$ cat src/rtl/pacman_motion.sv
// Pac-Man sprite motion: once per frame, tries the buffered direction request and
// then the current heading against the maze through a req/ack wall query.
module pacman_motion #(
   parameter int START_X = 305,
   parameter int START_Y = 225,
   parameter int STEP    = 2,
   parameter int X_MAX   = 610,
   parameter int Y_MAX   = 450
) (
   input  logic       clk,
   input  logic       rst,
   input  logic       frame_tick,
   input  logic       btn_up,
   input  logic       btn_down,
   input  logic       btn_left,
   input  logic       btn_right,
   output logic       wall_req,
   output logic [9:0] wall_x,
   output logic [9:0] wall_y,
   input  logic       wall_ack,
   input  logic       wall_hit,
   output logic [9:0] pm_xpos,
   output logic [9:0] pm_ypos,
   output logic [3:0] pm_direction,
   output logic       moving,
   output logic       busy
);

   typedef enum logic [2:0] {
      IDLE,
      TRY_PEND,
      WAIT_PEND,
      TRY_CUR,
      WAIT_CUR
   } state_t;

   localparam logic [3:0]  DIR_NONE  = 4'b0000;
   localparam logic [3:0]  DIR_RIGHT = 4'b0001;
   localparam logic [3:0]  DIR_LEFT  = 4'b0010;
   localparam logic [3:0]  DIR_UP    = 4'b0100;
   localparam logic [3:0]  DIR_DOWN  = 4'b1000;
   localparam logic [10:0] STEP_W    = 11'(STEP);
   localparam logic [10:0] X_MAX_W   = 11'(X_MAX);
   localparam logic [10:0] Y_MAX_W   = 11'(Y_MAX);

   state_t     r_state;
   state_t     w_nextState;
   logic [3:0] r_pending;
   logic [3:0] r_qDir;
   logic [3:0] r_dir;
   logic [9:0] r_xpos;
   logic [9:0] r_ypos;
   logic [9:0] r_wallX;
   logic [9:0] r_wallY;
   logic       r_wallReq;
   logic       r_moving;

   logic [19:0] w_pendPos;
   logic [19:0] w_curPos;
   logic        w_pendValid;
   logic        w_pendBlocked;
   logic        w_curBlocked;
   logic        w_issue;
   logic [9:0]  w_issueX;
   logic [9:0]  w_issueY;
   logic [3:0]  w_issueDir;
   logic        w_ackDone;
   logic        w_commit;
   logic        w_takeDir;
   logic        w_noMove;

   // Saturating one-step candidate; arithmetic is one bit wider so the upper clamp cannot wrap.
   function automatic logic [19:0] nextPos(input logic [3:0] dir, input logic [9:0] x,
                                           input logic [9:0] y);
      logic [10:0] sum;
      logic [9:0]  nx;
      logic [9:0]  ny;
      nx  = x;
      ny  = y;
      sum = '0;
      case (dir)
         DIR_RIGHT: begin
            sum = {1'b0, x} + STEP_W;
            nx  = (sum > X_MAX_W) ? X_MAX_W[9:0] : sum[9:0];
         end
         DIR_LEFT:  nx = ({1'b0, x} < STEP_W) ? 10'd0 : x - STEP_W[9:0];
         DIR_UP:    ny = ({1'b0, y} < STEP_W) ? 10'd0 : y - STEP_W[9:0];
         DIR_DOWN: begin
            sum = {1'b0, y} + STEP_W;
            ny  = (sum > Y_MAX_W) ? Y_MAX_W[9:0] : sum[9:0];
         end
         default: ;
      endcase
      return {nx, ny};
   endfunction

   assign w_pendPos     = nextPos(r_pending, r_xpos, r_ypos);
   assign w_curPos      = nextPos(r_dir, r_xpos, r_ypos);
   assign w_pendValid   = (r_pending != DIR_NONE) && (r_pending != r_dir);
   assign w_pendBlocked = (w_pendPos == {r_xpos, r_ypos});
   assign w_curBlocked  = (w_curPos == {r_xpos, r_ypos});

   always_ff @(posedge clk or negedge rst) begin
      if (!rst) begin
         r_pending <= DIR_NONE;
      end else if (btn_up) begin
         r_pending <= DIR_UP;
      end else if (btn_down) begin
         r_pending <= DIR_DOWN;
      end else if (btn_left) begin
         r_pending <= DIR_LEFT;
      end else if (btn_right) begin
         r_pending <= DIR_RIGHT;
      end
   end

   always_ff @(posedge clk or negedge rst) begin
      if (!rst) begin
         r_state <= IDLE;
      end else begin
         r_state <= w_nextState;
      end
   end

   always_comb begin
      w_nextState = r_state;
      case (r_state)
         IDLE:      if (frame_tick) w_nextState = TRY_PEND;
         TRY_PEND:  w_nextState = (w_pendValid && !w_pendBlocked) ? WAIT_PEND : TRY_CUR;
         WAIT_PEND: if (wall_ack) w_nextState = wall_hit ? TRY_CUR : IDLE;
         TRY_CUR:   w_nextState = w_curBlocked ? IDLE : WAIT_CUR;
         WAIT_CUR:  if (wall_ack) w_nextState = IDLE;
         default:   w_nextState = IDLE;
      endcase
   end

   always_comb begin
      w_issue    = 1'b0;
      w_issueX   = r_wallX;
      w_issueY   = r_wallY;
      w_issueDir = r_qDir;
      w_ackDone  = 1'b0;
      w_commit   = 1'b0;
      w_takeDir  = 1'b0;
      w_noMove   = 1'b0;
      case (r_state)
         TRY_PEND: begin
            if (w_pendValid && !w_pendBlocked) begin
               w_issue    = 1'b1;
               w_issueX   = w_pendPos[19:10];
               w_issueY   = w_pendPos[9:0];
               w_issueDir = r_pending;
            end
         end
         WAIT_PEND: begin
            if (wall_ack) begin
               w_ackDone = 1'b1;
               w_commit  = !wall_hit;
               w_takeDir = !wall_hit;
            end
         end
         TRY_CUR: begin
            if (w_curBlocked) begin
               w_noMove = 1'b1;
            end else begin
               w_issue    = 1'b1;
               w_issueX   = w_curPos[19:10];
               w_issueY   = w_curPos[9:0];
               w_issueDir = r_dir;
            end
         end
         WAIT_CUR: begin
            if (wall_ack) begin
               w_ackDone = 1'b1;
               w_commit  = !wall_hit;
               w_noMove  = wall_hit;
            end
         end
         default: ;
      endcase
   end

   // The queried direction is latched with the query so a button press mid-query cannot
   // pair a new facing with the old candidate position.
   always_ff @(posedge clk or negedge rst) begin
      if (!rst) begin
         r_wallReq <= 1'b0;
         r_wallX   <= '0;
         r_wallY   <= '0;
         r_qDir    <= DIR_RIGHT;
         r_xpos    <= 10'(START_X);
         r_ypos    <= 10'(START_Y);
         r_dir     <= DIR_RIGHT;
         r_moving  <= 1'b0;
      end else begin
         if (w_issue) begin
            r_wallReq <= 1'b1;
            r_wallX   <= w_issueX;
            r_wallY   <= w_issueY;
            r_qDir    <= w_issueDir;
         end else if (w_ackDone) begin
            r_wallReq <= 1'b0;
         end
         if (w_commit) begin
            r_xpos   <= r_wallX;
            r_ypos   <= r_wallY;
            r_moving <= 1'b1;
            if (w_takeDir) begin
               r_dir <= r_qDir;
            end
         end else if (w_noMove) begin
            r_moving <= 1'b0;
         end
      end
   end

   assign wall_req     = r_wallReq;
   assign wall_x       = r_wallX;
   assign wall_y       = r_wallY;
   assign pm_xpos      = r_xpos;
   assign pm_ypos      = r_ypos;
   assign pm_direction = r_dir;
   assign moving       = r_moving;
   assign busy         = (r_state != IDLE);

endmodule
$ cat config.mk
export PLATFORM = sky130hd
export DESIGN_NAME = pacman_motion
export DESIGN_NICKNAME = d
export VERILOG_FILES = /design/src/rtl/pacman_motion.sv
export SDC_FILE = /design/constraint.sdc
export NUM_CORES = 1
export LEC_CHECK = 0
export BUFFER_PORTS_ARGS = -buffer_cell sky130_fd_sc_hd__buf_2
export CORE_MARGIN = 10
export CORE_UTILIZATION = 45
export CTS_CLUSTER_DIAMETER = 150
export DETAILED_ROUTE_END_ITERATION = 8
export GPL_ROUTABILITY_DRIVEN = 0
export PLACE_DENSITY = 0.59
export SYNTH_ARGS = -nofsm -noshare
export SYNTH_HDL_FRONTEND = slang
export SYNTH_SLANG_ARGS = --single-unit
$ cat constraint.sdc
create_clock -name clk -period 12.2 [get_ports clk]
set_input_delay 0.61 -clock clk [delete_from_list [all_inputs] [get_ports clk]]
set_output_delay 0.61 -clock clk [all_outputs]
set_load 0.02 [all_outputs]
==> summary.txt, run 1 <==
Run status
  – Outcome: completed

Timing
  – Post-route setup slack: 6.90 ns
  – Final min period: 5.30 ns
  – Fin crit share: 43.4%
  – Least-Margin Pin Slew: 1.10 ns
  – Fmax: 0.189 GHz
  – Setup_tns: 0 ns
  – Rel. slew slack: 25.6%
  – Setup Skew: 0.0127 ns
  – Hold slack: 0.403 ns
  – # setup viols final: 0
  – Hold violation count in the final report: 0
  – Final Max Slew Viols: 0
  – RSZ-0062 raised after global routing: false

Synth
  – Ys flop type: dfrtp_1
  – Post-Synthesis Cells: 708
  – Post-synth top cells: nand2_1 (69), nor2_1 (60), clkbuf_1 (48)
  – Post-Syn Area: 5670 µm²
  – Main area contributors after synthesis: dfrtp_1 (21%), mux2_2 (5.2%), dfstp_2 (4.6%), nand2_1 (4.6%), mux2_4 (4.5%)
  – Fraction of registers with async set/reset: 100%
  – Most frequent cell after synthesis: nand2_1
  – Cell variety after synth: 82
  – Syn avg cell area: 8.01 µm²
  – Synth Register Bits: 57
  – Share of the synthesized area in the top cell type: 20.7%
  – Cell accounting for the most synthesized area: dfrtp_1
  – Yosys warns: 0
  – Number of enable flip-flop cells after synthesis: 0
  – Seq/Total Area, Yosys: 25.4%
  – Syn nets: 721

Power and ir drop
  – Int Power: 0.892 mW
  – Peak supply drop: 0.000127 V
  – Clk network pwr share: 14.0%
  – Sequential share of power: 23.3%
  – Sw Share: 52.6%
  – Comb pwr share: 62.7%
  – Power per cell area: 300 nW/µm²
  – Leakage: 2.54 nW
  – Net Sw Power: 0.989 mW

Floorplanning
  – Core area: 12200 µm²
  – DIE WIDTH: 132 µm
  – Ports: 56
  – Die Y: 132 µm
  – Row cnt: 40
  – Die Footprint: 17500 µm²
  – Starting Density: 46.7%

Clocking
  – Hold_buf cts: 0
  – Reg clk slew, reported paths: 0.06 ns
  – CTS tree: built
  – Post-cts resize count: 0
  – Worst skew pair latency: 0.34 ns
  – CTS max path bufs: 2
  – Sink Count: 57
  – H-tree levels: 3
  – Root Buffer: clkbuf_16
  – CTS buffer count: 9
  – Number of post-CTS setup repair buffers: 0

Drt
  – Wl on met1: 8360 µm
  – Post-Route WL: 19700 µm
  – Uppermost layer routed: met4
  – Routed Antenna Nets: 0
  – DR iter-0 viols: 877
  – Post-DR vias/cell: 6.76
  – Metal2 WL: 8330 µm
  – First drt pass iteration count: 7
  – Routed wl met3: 2290 µm
  – DRC: 0
  – Via Count: 6051
  – WL/cell: 22.0 µm

Place
  – DP Worst Slack: 7.05 ns
  – Port buffer count: 55
  – Detailed placement HPWL: 14000 µm

Critical path
  – Worst Setup Start Kind: flip-flop
  – CP Max Fanout: 21
  – Cells along the critical path: ha_1 -> nand3_1 -> nor4b_1 -> or2_2 -> a21oi_1 -> nor3_1 -> o21bai_1 -> a31oi_1 -> nor4_4 -> o22ai_4 -> buf_4 -> mux2_1
  – Worst Path Buf+Inv: 1
  – Max stage delay on crit path: 0.75 ns
  – Worst path required time: 12.41 ns
  – Crit path DAT: 5.51 ns
  – Crit. End Element: flip-flop
  – CP Class: reg -> reg
  – Family with the most delay on the worst path: simple AND/OR/NAND/NOR gates
  – Slowest cell on crit path: dfrtp_1

Final layout
  – Nets: 735
  – Layout cell share with drive strength beyond 1: 21.3%
  – Number of fill cells: 1200
  – Area delta synth->final: 10.6%
  – Inserted Diodes: 0

Hold path
  – Hold Crit Class: in -> async

Global routing
  – Overflow after GRT: 0
  – Largest net degree at the start of global routing: 58
  – First-pass GRT wire length: 31200 µm
  – GRT Overall Usage: 21.5%
  – Initial antenna violation count: 0
  – Vias in the first global route: 5707

Run
  – Max_cap viols: 0
==> state kept, by name (all words and copies together), names as in the netlist <==
| register | flops |
|---|---|
| pm_direction | 4 |
| pm_xpos | 10 |
| pm_ypos | 10 |
| moving | 1 |
| wall_y | 10 |
| wall_x | 10 |
| r_qDir | 4 |
| r_pending | 4 |
| r_state | 3 |
| wall_req | 1 |
==> power by group through the flow <==
stage | sequential [mW] | combinational [mW] | clock (mW)
after floorplan | 0.386 | 0.882 | 0
final | 0.438 | 1.18 | 0.264
after detailed placement | 0.436 | 1.14 | 0
after CTS | 0.434 | 1.15 | 0.265
after global routing | 0.456 | 1.26 | 0.274
after global placement | 0.432 | 1.14 | 0
==> metrics by stage <==
step	cell area [µm²]	std cells	utilization, %	total power, mW
6_report	6270	895	51.6	1.88
5_1_grt	6270	895	51.6	1.98
4_1_cts	6270	895	51.6	1.85
3_5_place_dp	5970	879	49.1	1.58
3_3_place_gp	5970	879	49.1	1.58
2_1_floorplan	5670	708	-	1.27
==> kinds of logic after synthesis <==
group	share of synthesized area, %
flip-flops	25.4
AND/OR/NAND/NOR	25.8
multiplexers	11.4
buffers and inverters	5.71
AO/OA/AOI/OAI	28.0
adder cells (fa/ha/maj)	0.882
XOR/XNOR	2.93
==> area by class of cell <==
class	count	area, µm²	share of cell area [%]
flip-flops and latches	57	1440	22.9
clock buffers	11	253	4.03
multi-input cells	572	3910	62.3
inverters	19	71.3	1.14
well taps	168	210	3.35
clock inverters	5	53.8	0.858
repair buffers	63	335	5.35
==> layout by cell type, fill, tap and decap left out, types with 5 or more instances in the layout <==
| cell | n |
|---|---|
| nand2_1 | 69 |
| nor2_1 | 60 |
| buf_2 | 55 |
| dfrtp_1 | 47 |
| o21ai_0 | 45 |
| a21oi_1 | 38 |
| mux2_2 | 26 |
| nor3_1 | 20 |
| inv_1 | 19 |
| mux2_4 | 17 |
| nand4_1 | 16 |
| nand3_1 | 16 |
| xnor2_1 | 15 |
| o211ai_1 | 14 |
| a31oi_1 | 14 |
| a211oi_1 | 11 |
| nor2b_1 | 10 |
| dfstp_2 | 10 |
| o22ai_1 | 9 |
| clkbuf_16 | 9 |
| or3_1 | 8 |
| and2_1 | 8 |
| buf_4 | 8 |
| nor4_1 | 7 |
| o32ai_1 | 7 |
| nand2b_1 | 7 |
| a21o_1 | 7 |
| and3_1 | 6 |
| nor4b_1 | 6 |
| nor3b_1 | 6 |
| or4_1 | 6 |
| o31ai_1 | 6 |
| nand3b_1 | 5 |
| o311a_1 | 5 |
| mux2_1 | 5 |
==> final timing paths <==
| check | cells past startpoint | startpoint | endpoint | slack [ns] |
|---|---|---|---|---|
| min in group clk | 2 | btn_left | r_pending[0]$_DFFE_PN0P_ | 0.46 |
| max reg2reg | 12 | pm_ypos[1]$_DFFE_PN0P_ | r_qDir[1]$_DFFE_PN0P_ | 6.90 |
| min reg2reg | 1 | wall_req$_DFFE_PN0P_ | wall_req$_DFFE_PN0P_ | 0.48 |
| max | 12 | pm_ypos[1]$_DFFE_PN0P_ | r_qDir[1]$_DFFE_PN0P_ | 6.90 |
| max in group asynchronous | 2 | rst | pm_ypos[3]$_DFFE_PN0P_ | 11.29 |
| min | 2 | rst | pm_xpos[6]$_DFFE_PN0P_ | 0.40 |
==> layer usage <==
| metal | vias up | GRT usage (%) |
|---|---|---|
| li1 | 2742 | - |
| met1 | 2838 | 29.0 |
| met2 | 402 | 31.3 |
| met3 | 69 | 5.53 |
| met4 | 0 | 10.2 |
| met5 | - | 0 |
Note: power is estimated with default switching activity, not from simulation.
==> run 2, diff against run 1 <==
==> constraint.sdc (replaced) <==
create_clock -name clk -period 4.9 [get_ports clk]
set_input_delay 0.245 -clock clk [delete_from_list [all_inputs] [get_ports clk]]
set_output_delay 0.245 -clock clk [all_outputs]
set_load 0.02 [all_outputs]
==> summary.txt, run 2 (synthesized netlist as in run 1, its figures left out) <==
Timing
  – Least-Margin Pin Slew: 1.22 ns (+0.114 ns)
  – Fin crit share: 96.4% (+53 points)
  – # setup viols final: 0 (unchanged)
  – Final min period: 4.72 ns (-0.574 ns)
  – Fmax: 0.212 GHz (+12%)
  – Setup_tns: 0 ns (unchanged)
  – Rel. slew slack: 19.0% (-6.6 points)
  – Setup Skew: 0.00759 ns (-0.00514 ns)
  – Hold violation count in the final report: 0 (unchanged)
  – Post-route setup slack: 0.177 ns (-6.73 ns)
  – RSZ-0062 raised after global routing: false
  – Final Max Slew Viols: 0 (unchanged)

Clocking
  – Worst skew pair latency: 0.34 ns (about the same)
  – Number of post-CTS setup repair buffers: 0 (unchanged)
  – Post-cts resize count: 0 (unchanged)
  – Root Buffer: clkbuf_16
  – CTS buffer count: 9 (unchanged)
  – Sink Count: 57 (unchanged)
  – CTS tree: built
  – H-tree levels: 3 (unchanged)
  – CTS max path bufs: 2 (unchanged)
  – Reg clk slew, reported paths: 0.06 ns (about the same)
  – Hold_buf cts: 0 (unchanged)

Critical path
  – Worst path required time: 5.11 ns (-7.30 ns)
  – CP Class: reg -> reg
  – Crit path DAT: 4.94 ns (-0.57 ns)
  – Worst Setup Start Kind: flip-flop
  – CP Max Fanout: 24 (+14%)
  – Crit. End Element: flip-flop

Global routing
  – First-pass GRT wire length: 32900 µm (+5.5%)
  – GRT Overall Usage: 22.7% (+1.1 points)
  – Largest net degree at the start of global routing: 58 (unchanged)
  – Initial antenna violation count: 0 (unchanged)
  – Met2 usage: 31.9% (+0.58 points)
  – Overflow after GRT: 0 (unchanged)
  – Met1 Usage GRT: 31.5% (+2.5 points)
  – Vias in the first global route: 5860 (+2.7%)
  – GR Util met3: 6.40% (+0.88 points)
  – Global routing's busiest layer: met2

Floorplanning
  – Ports: 56 (unchanged)
  – Die Y: 132 µm (unchanged)
  – Starting Density: 46.7% (unchanged)
  – Core area: 12200 µm² (unchanged)
  – DIE WIDTH: 132 µm (unchanged)
  – Row cnt: 40 (unchanged)
  – Die Footprint: 17500 µm² (unchanged)

Power and ir drop
  – Leakage: 2.71 nW (+6.6%)
  – Power per cell area: 736 nW/µm² (+150%)
  – Power Total: 4.82 mW (+160%)
  – Peak supply drop: 0.000325 V (+160%)

Drt
  – DRC: 0 (unchanged)
  – Via Count: 6283 (+3.8%)
  – Routed Antenna Nets: 0 (unchanged)
  – Post-Route WL: 20600 µm (+4.3%)
  – Post-DR vias/cell: 6.74 (-0.29%)
  – First drt pass iteration count: 6 (-1)
  – WL/cell: 22.1 µm (+0.16%)
  – DR iter-0 viols: 939 (+7.1%)

Place
  – Port buffer count: 55 (unchanged)
  – Detailed placement HPWL: 14900 µm (+6.4%)
  – DP Worst Slack: 0.250 ns (-6.80 ns)

Final layout
  – Nets: 772 (+5.0%)
  – Inserted Diodes: 0 (unchanged)
  – Leading cell type in the layout, fill and taps excluded: nand2_1
  – Most frequent cells in the layout: nand2_1 (69), nor2_1 (60), buf_2 (55)
  – Util after Layout: 53.8% (+2.2 points)
  – Area delta synth->final: 15.4%
  – Layout cell share with drive strength beyond 1: 25.4% (+4.1 points)

Run
  – Max_cap viols: 0 (unchanged)

Hold path
  – Hold Crit Class: in -> async

Run status
  – Outcome: completed
[run 2: stage by stage]
stage | std cells | hold slack [ns] | area [µm²]
4_1_cts | 932 | 0.0780 | 6540
3_3_place_gp | 916 | 0.434 | 6240
3_5_place_dp | 916 | 0.441 | 6240
5_1_grt | 932 | 0.106 | 6550
6_report | 932 | 0.0232 | 6550
2_1_floorplan | 708 | -0.0506 | 5670
[run 2: worst max-delay path, stage by stage, from the launching register on]
cell and delay, ns:
dfrtp_1 0.48, buf_4 0.21, or4_4 0.63, o31ai_4 0.56
o21ai_2 0.19, a221o_1 0.39, or4_1 0.55, o31a_1 0.34
nor4_4 0.37, o22ai_4 0.40, mux2_1 0.46
[run 2: final cells by class]
cell class,instances,area [µm²]
sequential,57,1440
tap,168,210
clock inverter,5,40.0
timing repair buffer,100,613
clock buffer,11,253
multi-input combinational,572,3920
fill,1165,5620
inverter,19,71.3
[run 2: final timing paths]
path                                        startpoint                  endpoint  slack (ns)  cells after the start
worst max-delay path            pm_xpos[2]$_DFFE_PN0P_     wall_x[9]$_DFFE_PN0P_        0.18                     10
worst min-delay path                               rst     wall_x[6]$_DFFE_PN0P_        0.02                      2
worst max register to register  pm_xpos[2]$_DFFE_PN0P_     wall_x[9]$_DFFE_PN0P_        0.18                     10
worst min register to register    wall_req$_DFFE_PN0P_      wall_req$_DFFE_PN0P_        0.48                      1
max in group asynchronous                          rst    r_state[2]$_DFFE_PN0P_        4.35                      2
min in group clk                              btn_left  r_pending[0]$_DFFE_PN0P_        0.09                      2
[run 2: metal layers]
layer	share of wire, %	wire (µm)
met1	43	8860
met2	42	8640
met3	11	2350
met4	3.4	701
met5	0	0
[run 2: where the power goes]
group / internal [mW] / switching [mW]
logic: 1.28 / 1.97
clock network: 0.371 / 0.238
registers: 0.659 / 0.307
